`config.mk`:
```
export PLATFORM = sky130hd
export DESIGN_NAME = interrupt_controller
export DESIGN_NICKNAME = d
export VERILOG_FILES = /design/src/rtl/mips_pkg.sv /design/src/rtl/irq_prio_enc.sv /design/src/rtl/interrupt_controller.sv
export SDC_FILE = /design/constraint.sdc
export NUM_CORES = 1
export LEC_CHECK = 0
export CAP_MARGIN = 20
export CORE_UTILIZATION = 39
export CTS_CLUSTER_DIAMETER = 60
export DETAILED_ROUTE_END_ITERATION = 8
export GPL_ROUTABILITY_DRIVEN = 0
export GPL_TIMING_DRIVEN = 1
export PLACE_DENSITY_LB_ADDON = 0.05
export SYNTH_ARGS = -nofsm -noshare
export SYNTH_HDL_FRONTEND = slang
export SYNTH_HIERARCHICAL = 1
export SYNTH_SLANG_ARGS = --single-unit
export TNS_END_PERCENT = 20
```
`constraint.sdc`:
```
create_clock -name clk -period 2.8 [get_ports clk]
set_input_delay 0.7 -clock clk [delete_from_list [all_inputs] [get_ports clk]]
set_output_delay 0.7 -clock clk [all_outputs]
set_load 0.02 [all_outputs]
```
`src/rtl/mips_pkg.sv`:
```
// Shared definitions for the 8-bit MIPS jump-control path: interrupt FSM states,
// the RET opcode and the ISR vector used by jump control.
package mips_pkg;

  localparam int N_SRC = 4;
  localparam int ID_W  = 2;

  localparam logic [4:0] RET_OPC    = 5'b10000;
  localparam logic [7:0] ISR_VECTOR = 8'hF0;

  typedef enum logic [1:0] {
    IDLE,
    ISSUE,
    SERVICE
  } state_e;

endpackage

```
`src/rtl/irq_prio_enc.sv`:
```
// Combinational 4-to-2 priority encoder; the lowest set index wins.
module irq_prio_enc
  import mips_pkg::*;
(
  input  logic [N_SRC-1:0] req_i,
  output logic [ID_W-1:0]  id_o,
  output logic             valid_o
);

  always_comb begin
    valid_o = |req_i;
    id_o    = '0;
    // Scan from the top down so the lowest requesting index is written last.
    for (int i = N_SRC - 1; i >= 0; i--) begin
      if (req_i[i]) id_o = ID_W'(i);
    end
  end

endmodule

```
`src/rtl/interrupt_controller.sv`:
```
// Interrupt source for jump control: edge-latched pending requests, mask,
// fixed priority and a single-cycle issue pulse held off until RET.
module interrupt_controller
  import mips_pkg::*;
(
  input  logic             clk,
  input  logic             reset,
  input  logic [N_SRC-1:0] irq,
  input  logic [19:0]      ins,
  input  logic             mask_we,
  input  logic [N_SRC-1:0] mask_in,
  output logic             interrupt,
  output logic [ID_W-1:0]  irq_id,
  output logic             in_service,
  output logic [N_SRC-1:0] pending,
  output logic [N_SRC-1:0] mask
);

  state_e           state_q, state_d;
  logic [N_SRC-1:0] irq_q;
  logic [N_SRC-1:0] pending_q, pending_d;
  logic [N_SRC-1:0] mask_q, mask_d;
  logic             interrupt_q, interrupt_d;
  logic [ID_W-1:0]  irq_id_q, irq_id_d;
  logic             in_service_q, in_service_d;

  logic [N_SRC-1:0] edges;
  logic [N_SRC-1:0] eligible;
  logic [N_SRC-1:0] clr;
  logic [ID_W-1:0]  winner;
  logic             win_valid;
  logic             is_ret;

  // Only the opcode field matters here; the operand bits belong to jump control.
  logic unused_ins;
  assign unused_ins = ^ins[14:0];

  assign edges    = irq & ~irq_q;
  assign eligible = pending_q & ~mask_q;
  assign is_ret   = (ins[19:15] == RET_OPC);

  irq_prio_enc u_prio (
    .req_i   (eligible),
    .id_o    (winner),
    .valid_o (win_valid)
  );

  always_comb begin
    // NOTE: every always_comb output gets a default first so no path leaves it unassigned (no latches).
    state_d      = state_q;
    interrupt_d  = interrupt_q;
    irq_id_d     = irq_id_q;
    in_service_d = in_service_q;
    clr          = '0;

    unique case (state_q)
      IDLE: begin
        // ins[19] marks a jump/RET in the same stage; issuing then would collide with it.
        if (win_valid && !ins[19]) begin
          state_d      = ISSUE;
          irq_id_d     = winner;
          clr[winner]  = 1'b1;
          interrupt_d  = 1'b1;
          in_service_d = 1'b1;
        end
      end
      ISSUE: begin
        state_d     = SERVICE;
        interrupt_d = 1'b0;
      end
      SERVICE: begin
        if (is_ret) begin
          state_d      = IDLE;
          in_service_d = 1'b0;
        end
      end
      default: state_d = IDLE;
    endcase

    // A new edge on the bit being cleared keeps it pending.
    pending_d = (pending_q & ~clr) | edges;
    mask_d    = mask_we ? mask_in : mask_q;
  end

  always_ff @(posedge clk) begin
    // NOTE: sequential state uses non-blocking assignments so every register samples pre-edge values.
    if (reset) begin
      state_q      <= IDLE;
      irq_q        <= '1;
      pending_q    <= '0;
      mask_q       <= '1;
      interrupt_q  <= 1'b0;
      irq_id_q     <= '0;
      in_service_q <= 1'b0;
    end else begin
      state_q      <= state_d;
      irq_q        <= irq;
      pending_q    <= pending_d;
      mask_q       <= mask_d;
      interrupt_q  <= interrupt_d;
      irq_id_q     <= irq_id_d;
      in_service_q <= in_service_d;
    end
  end

  assign interrupt  = interrupt_q;
  assign irq_id     = irq_id_q;
  assign in_service = in_service_q;
  assign pending    = pending_q;
  assign mask       = mask_q;

endmodule

```
## Word-level counts from Yosys, hierarchy flattened

Index checks and enable logic that the tools add are counted.
W data, S select, Z words.

| cells by class | value |
|---|---|
| equal/unequal tests | 5 |
| multipliers | 0 |
| add/subtract/negate cells | 0 |
| multiplexer cells | 15 |
| bitwise gates (word level) | 7 |
| shift-type cells | 0 |
| $lt $le $gt $ge | 2 |
| reduce and logical (&&, ||, !) cells | 11 |
| div/mod/pow operators | 0 |

Operators with widths:

| operator | count |
|---|---|
| $and A4 B4 Y4 | 3 |
| $mux W2 | 6 |
| $not A4 Y4 | 3 |
| $mux W4 | 2 |
| $pmux W2 S3 | 1 |
| $reduce_and A2 Y1 | 3 |
| $eq A5 B5 Y1 const B | 1 |
| $ne A2 B2 Y1 const B | 2 |
| $or A4 B4 Y4 | 1 |
| $pmux W1 S2 | 2 |
| $reduce_bool A2 Y1 | 2 |
| $reduce_or A4 Y1 | 1 |
| $lt A2 B3 Y1 const B | 1 |
| $mux W1 | 3 |
| $reduce_and A3 Y1 | 1 |
| $demux W1 S2 | 1 |
| $eq A2 B1 Y1 const B | 1 |
| $eq A2 B2 Y1 const B | 1 |
| $ge A2 B1 Y1 const B | 1 |
| $logic_and A1 B1 Y1 | 2 |
| $logic_not A2 Y1 | 1 |
| $logic_not A1 Y1 | 1 |

| storage, ports and cells | value |
|---|---|
| RAM bits | 0 |
| memories kept | 0 |
| memory bits (read-only) | 0 |
| output and inout port bits | 12 |
| bits in latches | 0 |
| input port bits | 31 |
| register bits after elaboration | 18 |
| logic and storage cells | 47 |

## Longest topological paths before layout

| logic depth | value |
|---|---|
| word-level depth | 15 |
| gate-level depth with buffers | 7 |
| depth with buffers taken out | 6 |

## By module

Netlist, hierarchy kept.

By module, submodules not included:

| module | area each (um^2) | cells an instance | instances | sequential area each (um^2) |
|---|---|---|---|---|
| interrupt_controller | 698.2 | 69 | 1 | 360.3 |
| irq_prio_enc | 35.0 | 7 | 1 | 0.0 |

## Worst setup path before layout

Ideal clock, no wire load.

| path | value |
|---|---|
| kind | reg-to-reg |
| from | register pending_q[0], in the netlist pending[0] |
| to | register pending_q[0], in the netlist pending[0] |
| arrival | 1647 ps |
| setup time | 121 ps |
| stages on the path, launching flop included | 8 |
| clock period less this slack | 1768 ps |
| path buffers | 1 |
| data required time | 2679 ps |
| path slack | 1032 ps |
| path through | dfxtp_1 nor2b_1 nor2_1 nand2_1 or4b_1 buf_6 o31ai_2 a21oi_1 |

| between the ends | value |
|---|---|
| elaborated cells between the ends (all ways) | 14 |
| those cells by class | 2 x order compare; 5 x mux; 4 x bitwise; 3 x reduce/logical |

RTL lines:

| item | RTL line | text |
|---|---|---|
| start: declaration | interrupt_controller.sv:21 | `logic [N_SRC-1:0] pending_q, pending_d;` |
| start signal: assignment | interrupt_controller.sv:98 | `pending_q <= pending_d;` |
| $and A4 B4 Y4 | interrupt_controller.sv:39 | `assign eligible = pending_q & ~mask_q;` |
| net eligible[0] | interrupt_controller.sv:28 | `logic [N_SRC-1:0] eligible;` |
| $reduce_or A4 Y1 | irq_prio_enc.sv:11 | `valid_o = \|req_i;` |
| net win_valid | interrupt_controller.sv:31 | `logic win_valid;` |
| $logic_and A1 B1 Y1 | interrupt_controller.sv:59 | `if (win_valid && !ins[19]) begin` |
| $mux W4 | interrupt_controller.sv:59 |  |
| $mux W4 | interrupt_controller.sv:56 | `unique case (state_q)` |
| $not A4 Y4 | interrupt_controller.sv:81 | `pending_d = (pending_q & ~clr) \| edges;` |
| $and A4 B4 Y4 | interrupt_controller.sv:81 |  |
| $or A4 B4 Y4 | interrupt_controller.sv:81 |  |

The timed path passes the listed nets, and every way through them passes these cells.
A chain may end at the register's enable or synchronous reset.

## Worst setup path after layout

| path | value |
|---|---|
| from | register pending_q[0], in the netlist pending[0] |
| to | output port pending[0] |

RTL lines:

| item | RTL line | text |
|---|---|---|
| end: declaration | interrupt_controller.sv:15 | `output logic [N_SRC-1:0] pending,` |

No word-level cell between the ends.

==> run_results.csv <==
group,metric,value,unit
die,start_util,42.0,%
synthesis,syn_avg_cell_area,9.65,um2
layout,n_antenna_cell,0,
sta,hold_ws,0.460,ns
die,die-area,2060,um2
synthesis,synth_seq_cells,18,
sta,rsz0062_at_grt,"no",
sta,drv_slew,0,
cts,cts_setup_buffers,0,
cts,cts_root_buf,"clkbuf_4",
sta,worstMarginPinSlew,0.630,ns
cts,tritoncts,"yes",
placement,numPortBuffers,27,
route,routed_via_density,4.69,
power,power,513,uW
synthesis,synth_top_area_cell,"dfxtp_1",
cts,htree_levels,1,
synthesis,synth_top_cells_by_count,"dfxtp_1 (18), nor2b_1 (8), a21oi_1 (6), nand2b_1 (6)",
sta,fin_tns_setup,0,ns
layout,multiInputGateArea,332,um2
critical_path,cp-end-kind,"output port",
layout,final-seq-area,360,um2
cts,cts_buffer_depth,2,
die,coreArea,1750,um2
route,drt-initial-drc-count,4,
power,p_per_area,492,nW/um2
layout,area_delta_synth_final,42.0,%
critical_path,critPathArrivalTime,1.29,ns
cts,ctsHoldBuffers,0,
route,ant_nets,0,
sta,fmax,502,MHz
synthesis,ys.flop_type,"dfxtp_1",
synthesis,netlist.area_leader.share,49.1,%
critical_path,crit_family,"buffers and inverters",
hold_path,holdCritPathClass,"reg2reg",
synthesis,yosysMostFrequentCell,"dfxtp_1",
power,ir_worst_vdd,376,uV
layout,drive_above_1_share,11.5,%
cts,clock_latency,0.29,ns
cts,clk_pin_slew_worst_paths,0.10,ns
die,io_pins,43,
route,wl_per_cell,10.6,um
status,outcome,"finished clean",
critical_path,worstSetupPathType,"reg2out",
sta,timing.final.hold_violations,0,
synthesis,ys_warn_count,6,
layout,finish.utilization,59.6,%
synthesis,synth_edf_count,0,
critical_path,cp_max_fo,3,
critical_path,cp.required,2.10,ns
global_route,antenna_found_initial,0,
global_route,grt_pass1_wl,2200,um
critical_path,critPathBufInv,1,
route,drt-total-wl,1370,um
global_route,grt_overflow,0,
cts,cts_resized,0,
sta,skew,0.00557,ns
layout,fillCellCount,168,
sta,fin_crit,1.99,ns
placement,dp_hpwl,1030,um
synthesis,synth-async-reset-ratio,0,%
global_route,first_global_vias,545,
sta,period_share,71.2,%
critical_path,slowest_delay,0.62,ns
job,max_cap_viol_count,0,
die,die_w,45.4,um
global_route,grtUsageTotal,15.3,%
synthesis,synthTopCellsByArea,"dfxtp_1 (49%), nor2b_1 (6.8%), a211o_1 (6.0%)",
synthesis,ys_types,21,
route,vias,605,
sta,setup-violations-final,0,
cts,clock_sinks,18,
route,drcViolationCount,0,
power,p_leak,0.383,nW
synthesis,ys_seq_area_share,49.1,%
sta,relSlewSlack,57.9,%
die,rows,15,
critical_path,slowest_stage,"clkdlybuf4s50_1",
cts,cts_buffers,3,
die,fp.dieH,45.4,um
placement,place_inst,125,
critical_path,cp-start-kind,"flip-flop",
route,drt_pass1_iterations,4,
synthesis,syn_area,733,um2
synthesis,syn-num-nets,107,
layout,instances_no_fill,129,
critical_path,crit_chain,"clkdlybuf4s50_1",
synthesis,syn_inst,76,
global_route,grt_max_degree,19,
layout,nets,136,
final cells by class:
class,count,area share [%]
clock buffer,4,3.49
inverter,3,1.08
multi-input combinational,52,31.9
sequential,18,34.6
tap,25,3.00
timing repair buffer,27,26.0
worst paths after layout:
check	from	endpoint	slack [ns]	depth (start not counted)
worst max register to register	pending[0]	pending[0]	0.90	6
worst min register to register	interrupt	interrupt	0.46	2
worst max-delay path	pending[0]	pending[0]	0.81	1
worst min-delay path	interrupt	interrupt	0.46	2
report_power, final:
group / internal, mW / leakage, nW / switching, mW
Sequential: 0.268 / 0.148 / 0.00642
Clock: 0.0792 / 0.0210 / 0.0771
Combinational: 0.0476 / 0.214 / 0.0337
metal layers:
metal,up-vias,part of all wire [%],track usage [%]
met3,5,5.4,5.20
met2,18,47,23.5
met5,-,0,0
met1,269,45,18.5
li1,313,-,-
met4,0,2.6,9.09
stage by stage:
step	cell area, um2	setup WS, ns
floorplan	733	1.03
global placement	1000	0.488
detailed placement	1000	0.484
CTS	1040	0.796
global route	1040	0.734
finish	1040	0.807
worst register-to-register path: stages (launching register included):
cell	delay [ns]
dfxtp_1	0.38
nor2b_1	0.27
nor2_1	0.08
nand2_1	0.07
or4b_1	0.63
o31ai_2	0.25
a21oi_1	0.09
registers in the layout, indices dropped and copies added (netlist names):
| register | flops |
|---|---|
| irq_q | 4 |
| in_service | 1 |
| interrupt | 1 |
| mask | 4 |
| irq_id | 2 |
| state_q | 2 |
| pending | 4 |
cells by family (layout without fill, tap and decap cells):
family / count (synthesis) / in the layout / synth area share (%)
compound gates: 18 / 18 / 17.4
buf+inv: 6 / 34 / 5.63
mux: 2 / 2 / 2.73
simple gates: 32 / 32 / 25.1
flops: 18 / 18 / 49.1
placed cells by master (no fill, tap or decap):
master           count
mux2i_1              2
clkbuf_8             1
nand2b_1             6
clkbuf_4             3
o31ai_2              1
a211o_1              5
nor2b_1              8
or4b_1               1
nor4_1               1
inv_1                3
nor2_1               5
or2b_1               1
dfxtp_1             18
clkdlybuf4s50_1     27
or2_2                4
a21oi_1              6
nor3_1               1
a21oi_2              2
o21ai_0              3
or2b_2               1
nand2_1              4
o31a_1               1
No activity file was read; power rests on OpenSTA's default activity.
==> RTL edit, RTL diff (config.mk and constraints unchanged) <==
Change the package constant `N_SRC` from 4 to 3.
--- a/src/rtl/mips_pkg.sv
+++ b/src/rtl/mips_pkg.sv
@@ -3,5 +3,5 @@
 package mips_pkg;
 
-  localparam int N_SRC = 4;
+  localparam int N_SRC = 3;
   localparam int ID_W  = 2;
 
Ports: changed (resized irq, mask, mask_in and pending); port bits go from 43 to 39. No check against the original RTL was run, so the function may have changed too.
==> RTL edit against the original RTL <==
Sequential cell count fell by 3. Cell area fell by 17%. Count of clock-buffer cells in the layout fell by 1. Setup slack improved by 0.031 ns. Critical path depth did not move. Synthesized area fell by 17%. Total power fell by 20%. Register-to-register slack improved by 0.25 ns. Routed wire length fell by 18%. Critical endpoint unchanged.
==> RTL edit: results (changes against the original RTL) <==
* Status: finished clean
* Data arrival at the endpoint of the critical path at 1.26 ns (-0.03 ns)
* Post-detailed-placement half-perimeter wirelength at 842.4 um (-18%)
* Top post-synthesis cells by count: sky130_fd_sc_hd__dfxtp_1, sky130_fd_sc_hd__nor2b_1, sky130_fd_sc_hd__nand2b_1
* Post-Synthesis Net Count at 90 (-16%)
* PostCTS Resize Cnt at 0 (unchanged)
* Post-layout instance count excluding filler cells at 101 (-22%)
* Placed Cells at 97 (-22%)
* Placed inst area at 839.6 um^2 (-16%)
* Vias in the first global route at 454 (-17%)
* Portion of the post-synthesis area used by sequential elements at 49.59% (+0.44 points)
* Headroom to the max-slew limit at 65.49% (+7.6 points)
* M1 wire length at 469 um (-24%)
* Layout Skew at 0.003756 ns (-0.001816 ns)
* Synthesized instance count at 61 (-20%)
* Global Route met1 Usage at 14.56% (-3.9 points)
* Leakage at 0.0003378 uW (-12%)
* Final Hold Slack at 0.4451 ns (-0.01499 ns)
* Placement Setup Slack at 0.6662 ns (+0.1822 ns)
* Met2 track demand over resource at 25.31% (+1.8 points)
* Detail-routed via count per cell at 4.901 (+4.5%)
* Ratio of cells with drive above 1 in the final layout at 11.63% (+0.089 points)
* Final net count at 116 (-15%)
* Routed wl met3 at 65 um (-12%)
* Shortest period the worst path allows at 1.962 ns (-0.03092 ns)
* Met3 Track Usage GR at 6.522% (+1.3 points)
* Overall fraction of global-route tracks in use at 14.38% (-0.94 points)
* Peak supply drop at 0.2894 mV (-23%)
* Starting DRT DRC Count at 9 (+5)
* R2R Setup Slk at 1.15 ns (+0.25 ns)
* Leading post-synthesis cells by cell area: sky130_fd_sc_hd__dfxtp_1, sky130_fd_sc_hd__nor2b_1, sky130_fd_sc_hd__nand2b_1, sky130_fd_sc_hd__a211o_1, sky130_fd_sc_hd__a21oi_1
* Count of input and output buffers at 23 (-15%)
* First-pass GRT wire length at 1.883 mm (-14%)
* DR WL/cell at 11.19 um (+5.2%)
* Depth of the most critical reg-to-reg path at 5 (-1)
* Largest net degree at the start of global routing at 16 (-3)
-- RTL edit: cell types whose count changed after synthesis, moves of 2 or more --
cell                      delta
sky130_fd_sc_hd__a21oi_2     -2
sky130_fd_sc_hd__a211o_1     -2
sky130_fd_sc_hd__dfxtp_1     -3
sky130_fd_sc_hd__nand2_1     -4
-- RTL edit: area by class of cell --
type	count	area [um^2]
sequential	15	300.3
fill	129	499.2
clock buffer	3	22.52
multi-input combinational	41	279.0
timing repair buffer	23	230.2
clock inverter	1	5.005
inverter	3	11.26
tap	15	18.77
-- RTL edit: cell families (layout without fill, tap and decap cells) --
logic type             Yosys count  after routing  share of synthesized area, %
AND/OR/NAND/NOR                 26             26                         27.27
flip-flops                      15             15                         49.59
AO/OA/AOI/OAI                   13             13                         15.49
buffers and inverters            5             30                         4.338
multiplexers                     2              2                         3.306
-- RTL edit: power by group --
group	total, uW	switching [uW]	internal, uW
Sequential	228	5.41	223
Combinational	63.0	24.6	38.4
Clock	121	67.6	53.0
